===== src/rtl/scandoubler_pkg.sv =====
// -----------------------------------------------------------------------------
// scandoubler_pkg
//   Shared types and constants for the VGA scandoubler controller.
//   - lock_state_t : line-length lock FSM states
//   - CNT_W/ADDR_W : per-bank pixel counter width and full RAM address width
//   - BANK_BIT     : index of the bank-select bit inside a RAM address
//   - abs_diff     : unsigned |a - b| on counter-width values
// -----------------------------------------------------------------------------
package scandoubler_pkg;

    localparam int unsigned CNT_W    = 10;
    localparam int unsigned ADDR_W   = 11;
    localparam int unsigned BANK_BIT = 10;

    localparam logic [CNT_W-1:0] CNT_MAX = '1;

    typedef enum logic [1:0] {
        UNLOCKED = 2'd0,
        MEASURE  = 2'd1,
        LOCKED   = 2'd2
    } lock_state_t;

    function automatic logic [CNT_W-1:0] abs_diff(input logic [CNT_W-1:0] a,
                                                   input logic [CNT_W-1:0] b);
        return (a >= b) ? (a - b) : (b - a);
    endfunction

endpackage


===== src/rtl/scandoubler_if.sv =====
// -----------------------------------------------------------------------------
// scandoubler_if
//   Bundles the source timing inputs, mode requests, scanline RAM addressing
//   and regenerated VGA timing outputs of the scandoubler controller.
//   master : source video / system side (drives strobes and requests)
//   slave  : scandoubler_ctrl (drives RAM addresses and VGA timing)
// -----------------------------------------------------------------------------
interface scandoubler_if;
    import scandoubler_pkg::*;

    logic              ce_video;
    logic              hsync_n_in;
    logic              vsync_n_in;
    logic              scandouble_req;
    logic              scanlines_req;

    logic [ADDR_W-1:0] wr_addr;
    logic              wr_en;
    logic [ADDR_W-1:0] rd_addr;
    logic              hsync_vga;
    logic              vsync_vga;
    logic              dim_line;
    logic              sd_active;
    logic              locked;
    logic [CNT_W-1:0]  line_len;

    modport master (
        output ce_video, hsync_n_in, vsync_n_in, scandouble_req, scanlines_req,
        input  wr_addr, wr_en, rd_addr, hsync_vga, vsync_vga, dim_line,
               sd_active, locked, line_len
    );

    modport slave (
        input  ce_video, hsync_n_in, vsync_n_in, scandouble_req, scanlines_req,
        output wr_addr, wr_en, rd_addr, hsync_vga, vsync_vga, dim_line,
               sd_active, locked, line_len
    );

endinterface


===== src/rtl/scandoubler_ctrl_lock.sv =====
// -----------------------------------------------------------------------------
// sd_lock_fsm
//   Line-length lock tracker. Compares each completed source line length
//   (wr_cnt at hs_edge) with the previously measured one (line_len).
//   Ports:
//     clkvga, rst_n  : clock, synchronous active-low reset
//     hs_edge        : qualified source hsync edge (one clkvga cycle)
//     overflow       : write counter reached saturation
//     wr_cnt         : current write counter (length of the line just ended)
//     line_len       : previously measured line length
//     locked         : state == LOCKED
//     locked_nxt     : value locked takes after this clock edge
// -----------------------------------------------------------------------------
module sd_lock_fsm
    import scandoubler_pkg::*;
#(
    parameter int unsigned LEN_TOL = 2
) (
    input  logic             clkvga,
    input  logic             rst_n,
    input  logic             hs_edge,
    input  logic             overflow,
    input  logic [CNT_W-1:0] wr_cnt,
    input  logic [CNT_W-1:0] line_len,
    output logic             locked,
    output logic             locked_nxt
);

    localparam logic [CNT_W-1:0] TOL = CNT_W'(LEN_TOL);

    lock_state_t state;
    lock_state_t state_nxt;
    logic        within_tol;

    always_ff @(posedge clkvga) begin
        if (!rst_n) begin
            state <= UNLOCKED;
        end else begin
            state <= state_nxt;
        end
    end

    always_comb begin
        within_tol = (abs_diff(wr_cnt, line_len) <= TOL);
        state_nxt  = state;
        if (overflow) begin
            state_nxt = UNLOCKED;
        end else if (hs_edge) begin
            case (state)
                UNLOCKED: state_nxt = MEASURE;
                MEASURE:  state_nxt = within_tol ? LOCKED : MEASURE;
                LOCKED:   state_nxt = within_tol ? LOCKED : UNLOCKED;
                default:  state_nxt = UNLOCKED;
            endcase
        end
    end

    always_comb begin
        locked     = (state == LOCKED);
        locked_nxt = (state_nxt == LOCKED);
    end

endmodule


===== src/rtl/scandoubler_ctrl.sv =====
// -----------------------------------------------------------------------------
// scandoubler_ctrl
//   Scanline-buffer sequencer and VGA timing regenerator. Runs on clkvga and
//   treats ce_video as the source pixel strobe (every 2nd clkvga cycle).
//   Each source line is written into one RAM bank while the previous line is
//   read twice from the other bank at clkvga rate.
//   Parameters:
//     HSYNC_CYCLES : VGA hsync low width from the start of each read pass
//     VSYNC_CYCLES : VGA vsync low width
//     LEN_TOL      : line-length difference still considered the same line
//     MIN_LINE     : hsync edges ignored while wr_cnt is below this
//   Ports:
//     clkvga, rst_n : clock, synchronous active-low reset
//     sd (slave)    : source timing / requests in; RAM addresses, wr_en,
//                     hsync_vga, vsync_vga, dim_line, sd_active, locked,
//                     line_len out (all registered)
// -----------------------------------------------------------------------------
module scandoubler_ctrl
    import scandoubler_pkg::*;
#(
    parameter int unsigned HSYNC_CYCLES = 94,
    parameter int unsigned VSYNC_CYCLES = 2744,
    parameter int unsigned LEN_TOL      = 2,
    parameter int unsigned MIN_LINE     = 128
) (
    input  logic         clkvga,
    input  logic         rst_n,
    scandoubler_if.slave sd
);

    localparam int unsigned VCNT_W = $clog2(VSYNC_CYCLES + 1);

    // Source edge detection
    logic              hs_prev;
    logic              vs_prev;
    logic              hs_edge;
    logic              vs_fall;
    logic              overflow;

    // Write side
    logic [CNT_W-1:0]  wr_cnt;
    logic              wr_bank;
    logic [CNT_W-1:0]  line_len;
    logic [ADDR_W-1:0] wr_addr_cur;
    logic [ADDR_W-1:0] wr_addr_q;
    logic              wr_en_q;

    // Read side
    logic [CNT_W-1:0]  rd_cnt;
    logic [CNT_W-1:0]  rd_cnt_nxt;
    logic              rd_bank;
    logic              pass;
    logic              pass_nxt;
    logic [ADDR_W-1:0] rd_addr_cur;

    // Vsync and mode
    logic [VCNT_W-1:0] vcnt;
    logic [VCNT_W-1:0] vcnt_nxt;
    logic              sd_active;
    logic              sd_active_nxt;

    // Lock
    logic              locked;
    logic              locked_nxt;

    // Registered outputs
    logic              hsync_q;
    logic              hsync_d;
    logic              vsync_q;
    logic              vsync_d;
    logic              dim_q;
    logic              dim_d;

    // ---------------------------------------------------------------- edges
    always_comb begin
        hs_edge  = sd.ce_video & ~sd.hsync_n_in & hs_prev &
                   (32'(wr_cnt) >= MIN_LINE);
        vs_fall  = sd.ce_video & ~sd.vsync_n_in & vs_prev;
        // Single-cycle pulse on the increment that reaches saturation, so a
        // late hsync at 1023 can still start a fresh measurement.
        overflow = sd.ce_video & ~hs_edge & (wr_cnt == (CNT_MAX - CNT_W'(1)));
    end

    // ------------------------------------------------------------ addresses
    always_comb begin
        wr_addr_cur                = '0;
        wr_addr_cur[CNT_W-1:0]     = wr_cnt;
        wr_addr_cur[BANK_BIT]      = wr_bank;
        rd_addr_cur                = '0;
        rd_addr_cur[CNT_W-1:0]     = rd_cnt;
        rd_addr_cur[BANK_BIT]      = rd_bank;
    end

    // ------------------------------------------------------- read sequencing
    always_comb begin
        rd_cnt_nxt = rd_cnt;
        pass_nxt   = pass;
        if (hs_edge) begin
            rd_cnt_nxt = '0;
            pass_nxt   = 1'b0;
        end else if (line_len == '0) begin
            rd_cnt_nxt = '0;
        end else if (rd_cnt == (line_len - CNT_W'(1))) begin
            rd_cnt_nxt = '0;
            pass_nxt   = 1'b1;
        end else begin
            rd_cnt_nxt = rd_cnt + CNT_W'(1);
        end
    end

    // ------------------------------------------------------ vsync and mode
    always_comb begin
        vcnt_nxt = vcnt;
        if (vcnt != '0) begin
            vcnt_nxt = vcnt - VCNT_W'(1);
        end else if (vs_fall) begin
            vcnt_nxt = VCNT_W'(VSYNC_CYCLES);
        end

        // Mode is frozen while a vsync pulse runs so it is never cut short.
        sd_active_nxt = sd_active;
        if (vcnt == '0) begin
            if (!locked || vs_fall) begin
                sd_active_nxt = sd.scandouble_req;
            end
        end
    end

    // ----------------------------------------------------- output decoding
    // Decoded from next-state values so the registered outputs line up with
    // the registered counters (first hsync low 1 cycle after hs_edge).
    always_comb begin
        if (!sd_active_nxt) begin
            hsync_d = sd.hsync_n_in;
        end else if (!locked_nxt) begin
            hsync_d = 1'b1;
        end else begin
            hsync_d = !(32'(rd_cnt_nxt) < HSYNC_CYCLES);
        end
        vsync_d = sd_active_nxt ? (vcnt_nxt == '0) : 1'b1;
        dim_d   = pass_nxt & sd.scanlines_req & sd_active_nxt;
    end

    // ------------------------------------------------------------ registers
    always_ff @(posedge clkvga) begin
        if (!rst_n) begin
            hs_prev   <= 1'b1;
            vs_prev   <= 1'b1;
            wr_cnt    <= '0;
            wr_bank   <= 1'b0;
            line_len  <= '0;
            wr_addr_q <= '0;
            wr_en_q   <= 1'b0;
            rd_cnt    <= '0;
            rd_bank   <= 1'b0;
            pass      <= 1'b0;
            vcnt      <= '0;
            sd_active <= 1'b0;
            hsync_q   <= 1'b1;
            vsync_q   <= 1'b1;
            dim_q     <= 1'b0;
        end else begin
            if (sd.ce_video) begin
                hs_prev   <= sd.hsync_n_in;
                vs_prev   <= sd.vsync_n_in;
                wr_addr_q <= wr_addr_cur;
                if (hs_edge) begin
                    line_len <= wr_cnt;
                    wr_bank  <= ~wr_bank;
                    wr_cnt   <= '0;
                end else if (wr_cnt != CNT_MAX) begin
                    wr_cnt <= wr_cnt + CNT_W'(1);
                end
            end
            wr_en_q <= sd.ce_video;

            if (hs_edge) begin
                rd_bank <= wr_bank;
            end
            rd_cnt    <= rd_cnt_nxt;
            pass      <= pass_nxt;
            vcnt      <= vcnt_nxt;
            sd_active <= sd_active_nxt;
            hsync_q   <= hsync_d;
            vsync_q   <= vsync_d;
            dim_q     <= dim_d;
        end
    end

    sd_lock_fsm #(
        .LEN_TOL (LEN_TOL)
    ) u_lock (
        .clkvga     (clkvga),
        .rst_n      (rst_n),
        .hs_edge    (hs_edge),
        .overflow   (overflow),
        .wr_cnt     (wr_cnt),
        .line_len   (line_len),
        .locked     (locked),
        .locked_nxt (locked_nxt)
    );

    assign sd.wr_addr   = wr_addr_q;
    assign sd.wr_en     = wr_en_q;
    assign sd.rd_addr   = rd_addr_cur;
    assign sd.hsync_vga = hsync_q;
    assign sd.vsync_vga = vsync_q;
    assign sd.dim_line  = dim_q;
    assign sd.sd_active = sd_active;
    assign sd.locked    = locked;
    assign sd.line_len  = line_len;

endmodule


===== src/flat_wrapper.sv =====
// flat-port wrapper written by rule: the top's interface ports become plain ports
module scandoubler_ctrl_flat import scandoubler_pkg::*;
#(
    parameter int unsigned HSYNC_CYCLES = 94,
    parameter int unsigned VSYNC_CYCLES = 2744,
    parameter int unsigned LEN_TOL      = 2,
    parameter int unsigned MIN_LINE     = 128
)
  (clkvga, rst_n, sd_ce_video, sd_hsync_n_in, sd_vsync_n_in, sd_scandouble_req, sd_scanlines_req, sd_wr_addr, sd_wr_en, sd_rd_addr, sd_hsync_vga, sd_vsync_vga, sd_dim_line, sd_sd_active, sd_locked, sd_line_len);
  scandoubler_if sd_i ();
  input  logic clkvga;
  input  logic rst_n;
  input wire logic [$bits(sd_i.ce_video)-1:0] sd_ce_video;
  input wire logic [$bits(sd_i.hsync_n_in)-1:0] sd_hsync_n_in;
  input wire logic [$bits(sd_i.vsync_n_in)-1:0] sd_vsync_n_in;
  input wire logic [$bits(sd_i.scandouble_req)-1:0] sd_scandouble_req;
  input wire logic [$bits(sd_i.scanlines_req)-1:0] sd_scanlines_req;
  output wire logic [$bits(sd_i.wr_addr)-1:0] sd_wr_addr;
  output wire logic [$bits(sd_i.wr_en)-1:0] sd_wr_en;
  output wire logic [$bits(sd_i.rd_addr)-1:0] sd_rd_addr;
  output wire logic [$bits(sd_i.hsync_vga)-1:0] sd_hsync_vga;
  output wire logic [$bits(sd_i.vsync_vga)-1:0] sd_vsync_vga;
  output wire logic [$bits(sd_i.dim_line)-1:0] sd_dim_line;
  output wire logic [$bits(sd_i.sd_active)-1:0] sd_sd_active;
  output wire logic [$bits(sd_i.locked)-1:0] sd_locked;
  output wire logic [$bits(sd_i.line_len)-1:0] sd_line_len;
  assign sd_i.ce_video = sd_ce_video;
  assign sd_i.hsync_n_in = sd_hsync_n_in;
  assign sd_i.vsync_n_in = sd_vsync_n_in;
  assign sd_i.scandouble_req = sd_scandouble_req;
  assign sd_i.scanlines_req = sd_scanlines_req;
  assign sd_wr_addr = sd_i.wr_addr;
  assign sd_wr_en = sd_i.wr_en;
  assign sd_rd_addr = sd_i.rd_addr;
  assign sd_hsync_vga = sd_i.hsync_vga;
  assign sd_vsync_vga = sd_i.vsync_vga;
  assign sd_dim_line = sd_i.dim_line;
  assign sd_sd_active = sd_i.sd_active;
  assign sd_locked = sd_i.locked;
  assign sd_line_len = sd_i.line_len;
  scandoubler_ctrl #(.HSYNC_CYCLES(HSYNC_CYCLES), .VSYNC_CYCLES(VSYNC_CYCLES), .LEN_TOL(LEN_TOL), .MIN_LINE(MIN_LINE)) u_core (.clkvga(clkvga), .rst_n(rst_n), .sd(sd_i));
endmodule

===== config.mk =====
export PLATFORM = sky130hd
export DESIGN_NAME = scandoubler_ctrl_flat
export DESIGN_NICKNAME = d
export VERILOG_FILES = /design/src/rtl/scandoubler_pkg.sv /design/src/rtl/scandoubler_if.sv /design/src/rtl/scandoubler_ctrl_lock.sv /design/src/rtl/scandoubler_ctrl.sv /design/src/flat_wrapper.sv
export SDC_FILE = /design/constraint.sdc
export NUM_CORES = 1
export LEC_CHECK = 0
export CORE_MARGIN = 1
export CORE_UTILIZATION = 50
export DETAILED_ROUTE_END_ITERATION = 10
export PLACE_DENSITY = 0.72
export SYNTH_ARGS = -nofsm -noshare
export SYNTH_HDL_FRONTEND = slang
export SYNTH_SLANG_ARGS = --single-unit
export TNS_END_PERCENT = 100

===== constraint.sdc =====
create_clock -name clkvga -period 3.54 [get_ports clkvga]
set_clock_uncertainty 0.15 [all_clocks]
set_input_delay 0.708 -clock clkvga [delete_from_list [all_inputs] [get_ports clkvga]]
set_output_delay 0.708 -clock clkvga [all_outputs]
set_load 0.05 [all_outputs]

==> run metrics <==
dominant cell type by area after synthesis dfxtp_1; power density over the cells 444 nW/µm²; worst skew pair latency about 0.35 ns; worst path cell trace inv_1, ha_1, nor2b_1, o21ai_0, mux2_2, a211oi_1, a2111oi_2, a41oi_1, a21oi_1, a211o_1, a21oi_1; FFs w/ async S/R, synth 0%; Max VDD drop 467 µV; post-synthesis sequential area ratio 31.2%; Synth Area per Inst 8.17 µm²; Max-slew headroom 62.1%; layout cells sized above 1 about 8%; #FFs+latches synth 65; synthesized area 4170 µm²; multi-input combinational cell area around 2700 µm²; Reg2Reg Depth 11; vias 3814; Rows 32; register area 1300 µm²; GR Layer Usage met3 under 10%; number of buffers created by CTS 9; post-layout minimum cycle time 3.33 ns; Tcrit/Tclk final between 90 and 100%; Layout Nets 597; initial drt markers 180; antenna viol nets, final 0; TritonCTS clock tree built; Leakage between 1.5 and 2 nW; yosys warns 0; switching power around 760 µW; WL/cell between 15 and 20 µm; Seq pwr share between 40% and 50%; drt total wl 10700 µm; Worst Hold Class register to register; initial antenna violation count 0; 1st-pass router iterations 5; Int Pwr between 1 and 1.5 mW; top post-synthesis cells by area dfxtp_1 (31%), ha_1 (8.1%), xnor2_1 (5.0%); cell repeated most along the worst path a21oi_1; Die Area between 8000 and 9000 µm²; core footprint 7890 µm²; Post-Syn Nets roughly 550; largest net degree at the start of global routing 46; fillers 674; # DRC 0; Buf/Inv on CP 1; die width about 93 µm; EDFF count, synth 0; Worst path depth 11; clock power share around 28%; Synth Instances 511; Antenna diodes 0; final hold violation count 0; Worst Path Arrival 3.45 ns; first-pass GRT wire length 17500 µm; switching share of total power 34.3%; crit-path max FO 6; root buf cell clkbuf_8; # port buffers 44; Most Used Layer, Global Route met2; Crit Path Category register to register; Setup Buffers After CTS 0; area delta synth->final 19.3%; hold path cells 2; dpl hpwl roughly 8000 µm; IO Pins 45; GRT Overall Usage 25.8%; pre-CTS WS 0.0345 ns; number of distinct library cells after synthesis 61; Avg Vias per Cell 5.72; CTS max path bufs 2; status finished, final reports clean; Starting Density 52.9%; GR Overflow Total 0; # hold bufs at CTS 0; DP Cell Count 652; CP startpoint kind register; setup tns final 0 ns; most common flop cell mapped by yosys dfxtp_1; Worst Max-Slew Pin Slew 0.561 ns; die height about 93 µm; GP Congestion 0.927; non-filler cells, final 667; final setup margin around 0.21 ns; Max Cap Viol 0; Crit. End Element register; Combinational Power Share 31.4%; post-synth top area share 31.2%; CTS resizes 1; # setup viols final 0; Crit path max-delay family compound AO/OA/AOI/OAI gates; unrepaired setup endpoints after global routing false; worst path required time between 3 and 4 ns; crit-path max cell delay 0.44 ns; FMAX 300 MHz; final slew viol count 0; met1 GRT Util 35.5%; slowest cell on the critical path dfxtp_1; htree depth 3; Clock transition at path regs roughly 0.070 ns; # clock sinks 65; vias in the first global route between 3000 and 4000; routing usage on met2 39.6%
[final timing paths]
| path | startpoint | endpoint | slack (ns) |
|---|---|---|---|
| max | u_core.sd.line_len[1]$_SDFFE_PN0P_ | u_core.u_lock.state[0]$_SDFF_PN0_ | 0.21 |
| min | u_core.hs_prev$_SDFFE_PN1P_ | u_core.hs_prev$_SDFFE_PN1P_ | 0.32 |
| max reg2reg | u_core.sd.line_len[1]$_SDFFE_PN0P_ | u_core.u_lock.state[0]$_SDFF_PN0_ | 0.21 |
| min reg2reg | u_core.hs_prev$_SDFFE_PN1P_ | u_core.hs_prev$_SDFFE_PN1P_ | 0.32 |
[registers in the layout (all words and copies together), names as in the netlist, 2 cells and up]
name	cells
u_core.rd_cnt	10
u_core.sd.wr_addr	11
u_core.vcnt	12
u_core.u_lock.state	2
u_core.wr_cnt	10
u_core.sd.line_len	10
[logic make-up (layout without fill, tap and decap cells)]
group | count (synthesis) | after routing | share of synthesized area, %
adders and majority gates | 29 | 29 | 9.06
buffers and inverters | 53 | 107 | 5.28
muxes | 19 | 19 | 4.62
and+or+nand+nor | 202 | 202 | 25.0
DFF | 65 | 65 | 31.2
xor gates and xnor gates | 39 | 39 | 8.19
AOI/OAI and AO/OA | 104 | 104 | 16.6
[placed cells by master (no fill, tap or decap), types with 4 or more instances in the layout]
cell type | Yosys | final
dfxtp_1 | 65 | 65
nor2_1 | 45 | 45
nand2_1 | 44 | 44
clkdlybuf4s50_1 | 0 | 44
inv_1 | 30 | 30
ha_1 | 27 | 27
a21oi_1 | 25 | 25
xnor2_1 | 24 | 24
nor2b_1 | 21 | 21
o21ai_0 | 21 | 21
nand3_1 | 18 | 18
nor3_1 | 18 | 18
buf_4 | 1 | 18
mux2i_1 | 17 | 17
xor2_1 | 15 | 15
and3_1 | 10 | 10
clkbuf_8 | 0 | 10
a21boi_0 | 10 | 9
and2_1 | 9 | 9
nand4_1 | 7 | 7
nor4_1 | 5 | 5
a211o_1 | 4 | 4
o211ai_1 | 4 | 4
nand2b_1 | 4 | 4
a21o_1 | 4 | 4
[final cells by class]
class	instances	share of cell area, %
clock buffers	10	2.77
clock inverters	5	1.13
inverters	30	2.26
multi-input cells	393	53.6
flip-flops and latches	65	26.1
well taps	102	2.56
repair buffers	62	11.6
[Yosys cell counts (5+ instances only)]
library cell  count
a21boi_0         10
a21oi_1          25
and2_1            9
and3_1           10
clkbuf_1         17
dfxtp_1          65
ha_1             27
inv_1            30
mux2i_1          17
nand2_1          44
nand3_1          18
nand4_1           7
nor2_1           45
nor2b_1          21
nor3_1           18
nor4_1            5
o21ai_0          21
xnor2_1          24
xor2_1           15
[power groups by stage]
| stage | registers (mW) | clock network [mW] | logic (mW) |
|---|---|---|---|
| after floorplan | 0.910 | 0 | 0.570 |
| after global placement | 0.895 | 0 | 0.663 |
| after detailed placement | 0.898 | 0 | 0.683 |
| after CTS | 0.884 | 0.640 | 0.689 |
| after global routing | 0.894 | 0.669 | 0.771 |
| final | 0.887 | 0.629 | 0.693 |
[worst min-delay path, delay by kind of cell (launching register included)]
kind	cells	cell delay, ns
flops	1	0.32
mux	1	0.06
simple gates	1	0.06
[per-layer routing]
metal / vias up / routed length [µm]
li1: 1886 / -
met1: 1773 / 5030
met2: 134 / 4720
met3: 21 / 648
met4: 0 / 293
met5: - / 0
[through the flow]
stage	util [%]	power [mW]	hold WS [ns]	area (µm²)
after floorplan	-	1.48	0.283	4170
after global placement	60.5	1.56	0.297	4770
after detailed placement	60.5	1.58	0.309	4770
after CTS	63.0	2.21	0.328	4970
after global routing	63.1	2.33	0.360	4980
final	63.1	2.21	0.321	4980
Power figures use the tool's default switching activity.
==> patch 1: new RTL, same settings <==
Encoding of `lock_state_t`: now one-hot (3 bits for 3 states).
--- a/src/rtl/scandoubler_pkg.sv
+++ b/src/rtl/scandoubler_pkg.sv
@@ -14,10 +14,10 @@
 
     localparam logic [CNT_W-1:0] CNT_MAX = '1;
 
-    typedef enum logic [1:0] {
-        UNLOCKED = 2'd0,
-        MEASURE  = 2'd1,
-        LOCKED   = 2'd2
+    typedef enum logic [2:0] {
+        UNLOCKED = 3'b001,
+        MEASURE  = 3'b010,
+        LOCKED   = 3'b100
     } lock_state_t;
 
     function automatic logic [CNT_W-1:0] abs_diff(input logic [CNT_W-1:0] a,
Function: same outputs for any inputs over 10 cycles, from zero or initial values and one cycle with rst_n low; not proved beyond that.
==> patch 1 against the unedited design <==
- routed wire length increased by 0.70%
- final area increased by 0.20%
- synthesized area increased by 1.7%
- sequential cell count increased by 1
- sequential power increased by 2.4%
- largest power group unchanged
- total power increased by 0.25%
- worst setup slack improved by 0.082 ns
==> patch 1: results (changes against the unedited design) <==
status=finished, final reports clean; dpl cells=657 (+0.77%); syn_area_per_cell=8.11 um^2 (-0.62%); vias in the first global route=3,687 (+3.5%); Relative slew margins=0.347 (-0.274); Static Leakage=0.00190 uW (-3.1%); Synth top cells by count=dfxtp_1, nor2_1, nand2_1; Distinct cells, synth=69 (+13%); Synth Area in XOR/XNOR=0.0825 (+0.000688); routing usage on met1=0.336 (-0.0193); fin cells=673 (+0.90%); FF-to-FF End=u_core.u_lock.state[0]; first-pass GRT wire length=17.7 mm (+1.3%); signal buffers share of area=0.105 (-0.0108); Compound-Gate Fraction of Synth Area=0.154 (-0.0122); clk tree area frac=0.0406 (+0.00168); Final HPWL DP=7.99 mm (+0.74%); gr usage total=0.259 (+0.00127); critical path's slowest cell=fa_1; data arrival time of the critical path=3.33 ns (-0.12 ns); largest net degree at the start of global routing=24 (-48%); setup slack, reg-to-reg=0.29 ns (+0.08 ns); Crit Reg-Reg Startpoint=u_core.wr_cnt[0]; Pwr Density=444 nW/um^2 (about the same); Multi-input comb cells=401 (+2.0%); synth top area cells=dfxtp_1, ha_1, xnor2_1, nor2_1, mux2i_1; Net Switching=757 uW (about the same); # fillers=734 (+8.9%); Non-CTS buffers=55 (-11%); post-synthesis mux area share=0.0451 (-0.00107); via count=3,889 (+2.0%); layout cells sized above 1=0.0792 (-0.00219); fraction of area in multi-input gates=0.541 (+0.00495); area post-placement=4780 um^2 (+0.24%); hold wc startpoint=u_core.rd_bank; Crit. Startpoint=u_core.wr_cnt[0]; slowest stage delay, CP=0.49 ns (+0.05 ns); met2 usage=0.406 (+0.00988); Flop pwr share=0.410 (+0.009); met3 track demand over resource=0.0461 (-0.00185); Final Critical Period=3.25 ns (-0.0817 ns)
-- patch 1: changes by cell type after synthesis, sizes merged, moves of 5 or more --
| cell | before | now |
|---|---|---|
| nand2b | 4 | 14 |
| and2 | 10 | 3 |
| nor2 | 46 | 66 |
| a21boi | 10 | 1 |
| a211oi | 2 | 9 |
| nor2b | 21 | 4 |
| buf | 6 | 12 |
| xnor2 | 24 | 29 |
-- patch 1: worst min-delay path by stage --
stage                     cells after the start             end  slack, ns
after floorplan                               2  u_core.hs_prev       0.28
after global placement                        2  u_core.hs_prev       0.30
after detailed placement                      2  u_core.hs_prev       0.31
after CTS                                     2  u_core.rd_bank       0.32
after global routing                          2  u_core.rd_bank       0.34
final                                         2  u_core.rd_bank       0.32
-- patch 1: layer usage --
layer	vias to the layer above	part of all wire
li1	1908	-
met1	1811	0.46
met2	137	0.45
met3	33	0.047
met4	0	0.039
met5	-	0
==> patch 2: new RTL, same flow settings <==
Made on the original files. `MIN_LINE` is set to 128 in 2 places; all go to 96.
--- a/src/rtl/scandoubler_ctrl.sv
+++ b/src/rtl/scandoubler_ctrl.sv
@@ -21,7 +21,7 @@
     parameter int unsigned HSYNC_CYCLES = 94,
     parameter int unsigned VSYNC_CYCLES = 2744,
     parameter int unsigned LEN_TOL      = 2,
-    parameter int unsigned MIN_LINE     = 128
+    parameter int unsigned MIN_LINE     = 96
 ) (
     input  logic         clkvga,
     input  logic         rst_n,
--- a/src/flat_wrapper.sv
+++ b/src/flat_wrapper.sv
@@ -4,7 +4,7 @@
     parameter int unsigned HSYNC_CYCLES = 94,
     parameter int unsigned VSYNC_CYCLES = 2744,
     parameter int unsigned LEN_TOL      = 2,
-    parameter int unsigned MIN_LINE     = 128
+    parameter int unsigned MIN_LINE     = 96
 )
   (clkvga, rst_n, sd_ce_video, sd_hsync_n_in, sd_vsync_n_in, sd_scandouble_req, sd_scanlines_req, sd_wr_addr, sd_wr_en, sd_rd_addr, sd_hsync_vga, sd_vsync_vga, sd_dim_line, sd_sd_active, sd_locked, sd_line_len);
   scandoubler_if sd_i ();
Behaviour: same outputs for any inputs over 10 cycles, from zero or initial values and one cycle with rst_n low; that may be too few to reach the edited logic, so the function may still have changed.
==> patch 2 against the unedited design <==
- sequential cell count is the same
- total power shrank 6.0%
- final area grew 0.88%
- worst setup slack gained 0.024 ns
- routed wire length grew 0.67%
- non-clock buffer count is the same
- sequential power shrank 1%
- synthesized area grew 1.9%
- largest power group unchanged
- highest routed layer unchanged
==> patch 2: results (changes against the unedited design) <==
status=finished, final reports clean; post-synthesis sequential area ratio=0.306 (-0.00596); GPL Wtd Cong=0.877 (-5.4%); max reg flops=12 (unchanged); Worst-Margin Slew=0.550 ns (-0.0109 ns); Max VDD drop=322 uV (-31%); first-pass GRT wire length=17.3 mm (-0.99%); syn nets=550 (+0.55%); clock buffers=11 (+1); setup slack after placement=0.273 ns (+0.238 ns); # fillers=732 (+8.6%); nonclk inv count=29 (-3.3%); data arrival time of the critical path=3.43 ns (-0.02 ns); Seq. cell area=1300 um^2 (about the same); post_cts resized=0 (-1); Hold Path End=u_core.rd_bank; Vias per Instance=5.82 (+1.7%); met2 usage=0.396 (about the same); signal buffers share of area=0.115 (-0.00101); critical path's slowest cell=a2111o_1; hold wc startpoint=u_core.rd_bank; final hold slack=0.323 ns (+0.00159 ns); slowest stage delay, CP=0.47 ns (+0.03 ns); vias in the first global route=3,560 (-0.084%); setup slack, reg-to-reg=0.23 ns (+0.02 ns); crit-path max FO=5 (-1); Iteration-0 DRC Markers=273 (+52%); Multi-input comb cells=395 (+0.51%); footprint of the multi-input gates=2730 um^2 (+2.5%); ANT nets after route=0 (unchanged); Crit Reg-Reg Startpoint=u_core.wr_cnt[0]; # hold bufs at CTS=0 (unchanged); FF-to-FF End=u_core.u_lock.state[1]; area post-placement=4850 um^2 (+1.6%); clk tree area frac=0.0339 (-0.00507); synth top area cells=dfxtp_1, ha_1, xnor2_1, nor2_1, nand2_1; Synth top cells by count=dfxtp_1, nor2_1, nand2_1; NumNets Final=598 (+0.17%); Static Leakage=0.00191 uW (-2.6%); routing usage on met1=0.340 (-0.0151); gr usage total=0.251 (-0.00692); met3 track demand over resource=0.0396 (-0.00832); Distinct cells, synth=66 (+8.2%); largest net degree at the start of global routing=26 (-43%); Reg with most FFs=u_core.vcnt
==> patch 2: cell count changes in the layout (fill, tap and decap cells not counted), sizes merged, moves of 4 or more <==
cell,change
a211oi,+5
and3,-6
and4,+4
nor2b,+4
nor3b,+5
o21ai,+5
==> patch 2: stage by stage <==
| stage | instances | util | power (uW) |
|---|---|---|---|
| finish | 671 | 0.611 | 2080 |
| global route | 671 | 0.611 | 2180 |
| CTS | 671 | 0.611 | 2070 |
| detailed placement | 656 | 0.590 | 1500 |
| global placement | 656 | 0.590 | 1490 |
| floorplan | 514 | - | 1350 |
==> patch 2: worst max path at each step <==
stage                     slack, ns  cells after the start                     end                  start
after floorplan                0.25                     11  u_core.u_lock.state[1]  u_core.sd.line_len[0]
after global placement         0.38                     11  u_core.u_lock.state[1]  u_core.sd.line_len[0]
after detailed placement       0.27                     11  u_core.u_lock.state[1]  u_core.sd.line_len[0]
after CTS                      0.23                     11  u_core.u_lock.state[1]       u_core.wr_cnt[0]
after global routing           0.03                     11  u_core.u_lock.state[1]       u_core.wr_cnt[0]
final                          0.23                     11  u_core.u_lock.state[1]       u_core.wr_cnt[0]
==> patch 2: cells by family after synthesis <==
logic type                 synth area share
DFF                                   0.306
buffers and inverters                0.0521
adders and majority gates            0.0888
muxes                                0.0441
xor gates and xnor gates             0.0824
AOI/OAI and AO/OA                     0.170
and+or+nand+nor                       0.256
==> patch 2: routing by layer <==
| layer | vias up | wire length (um) |
|---|---|---|
| met3 | 21 | 639 |
| met5 | - | 0 |
| met1 | 1832 | 5120 |
| met2 | 151 | 4790 |
| li1 | 1898 | - |
| met4 | 0 | 218 |
==> patch 2: where the power goes <==
part	internal [uW]	total, uW	switching, uW
Sequential	797	878	81.0
Clock	271	571	301
Combinational	284	627	343
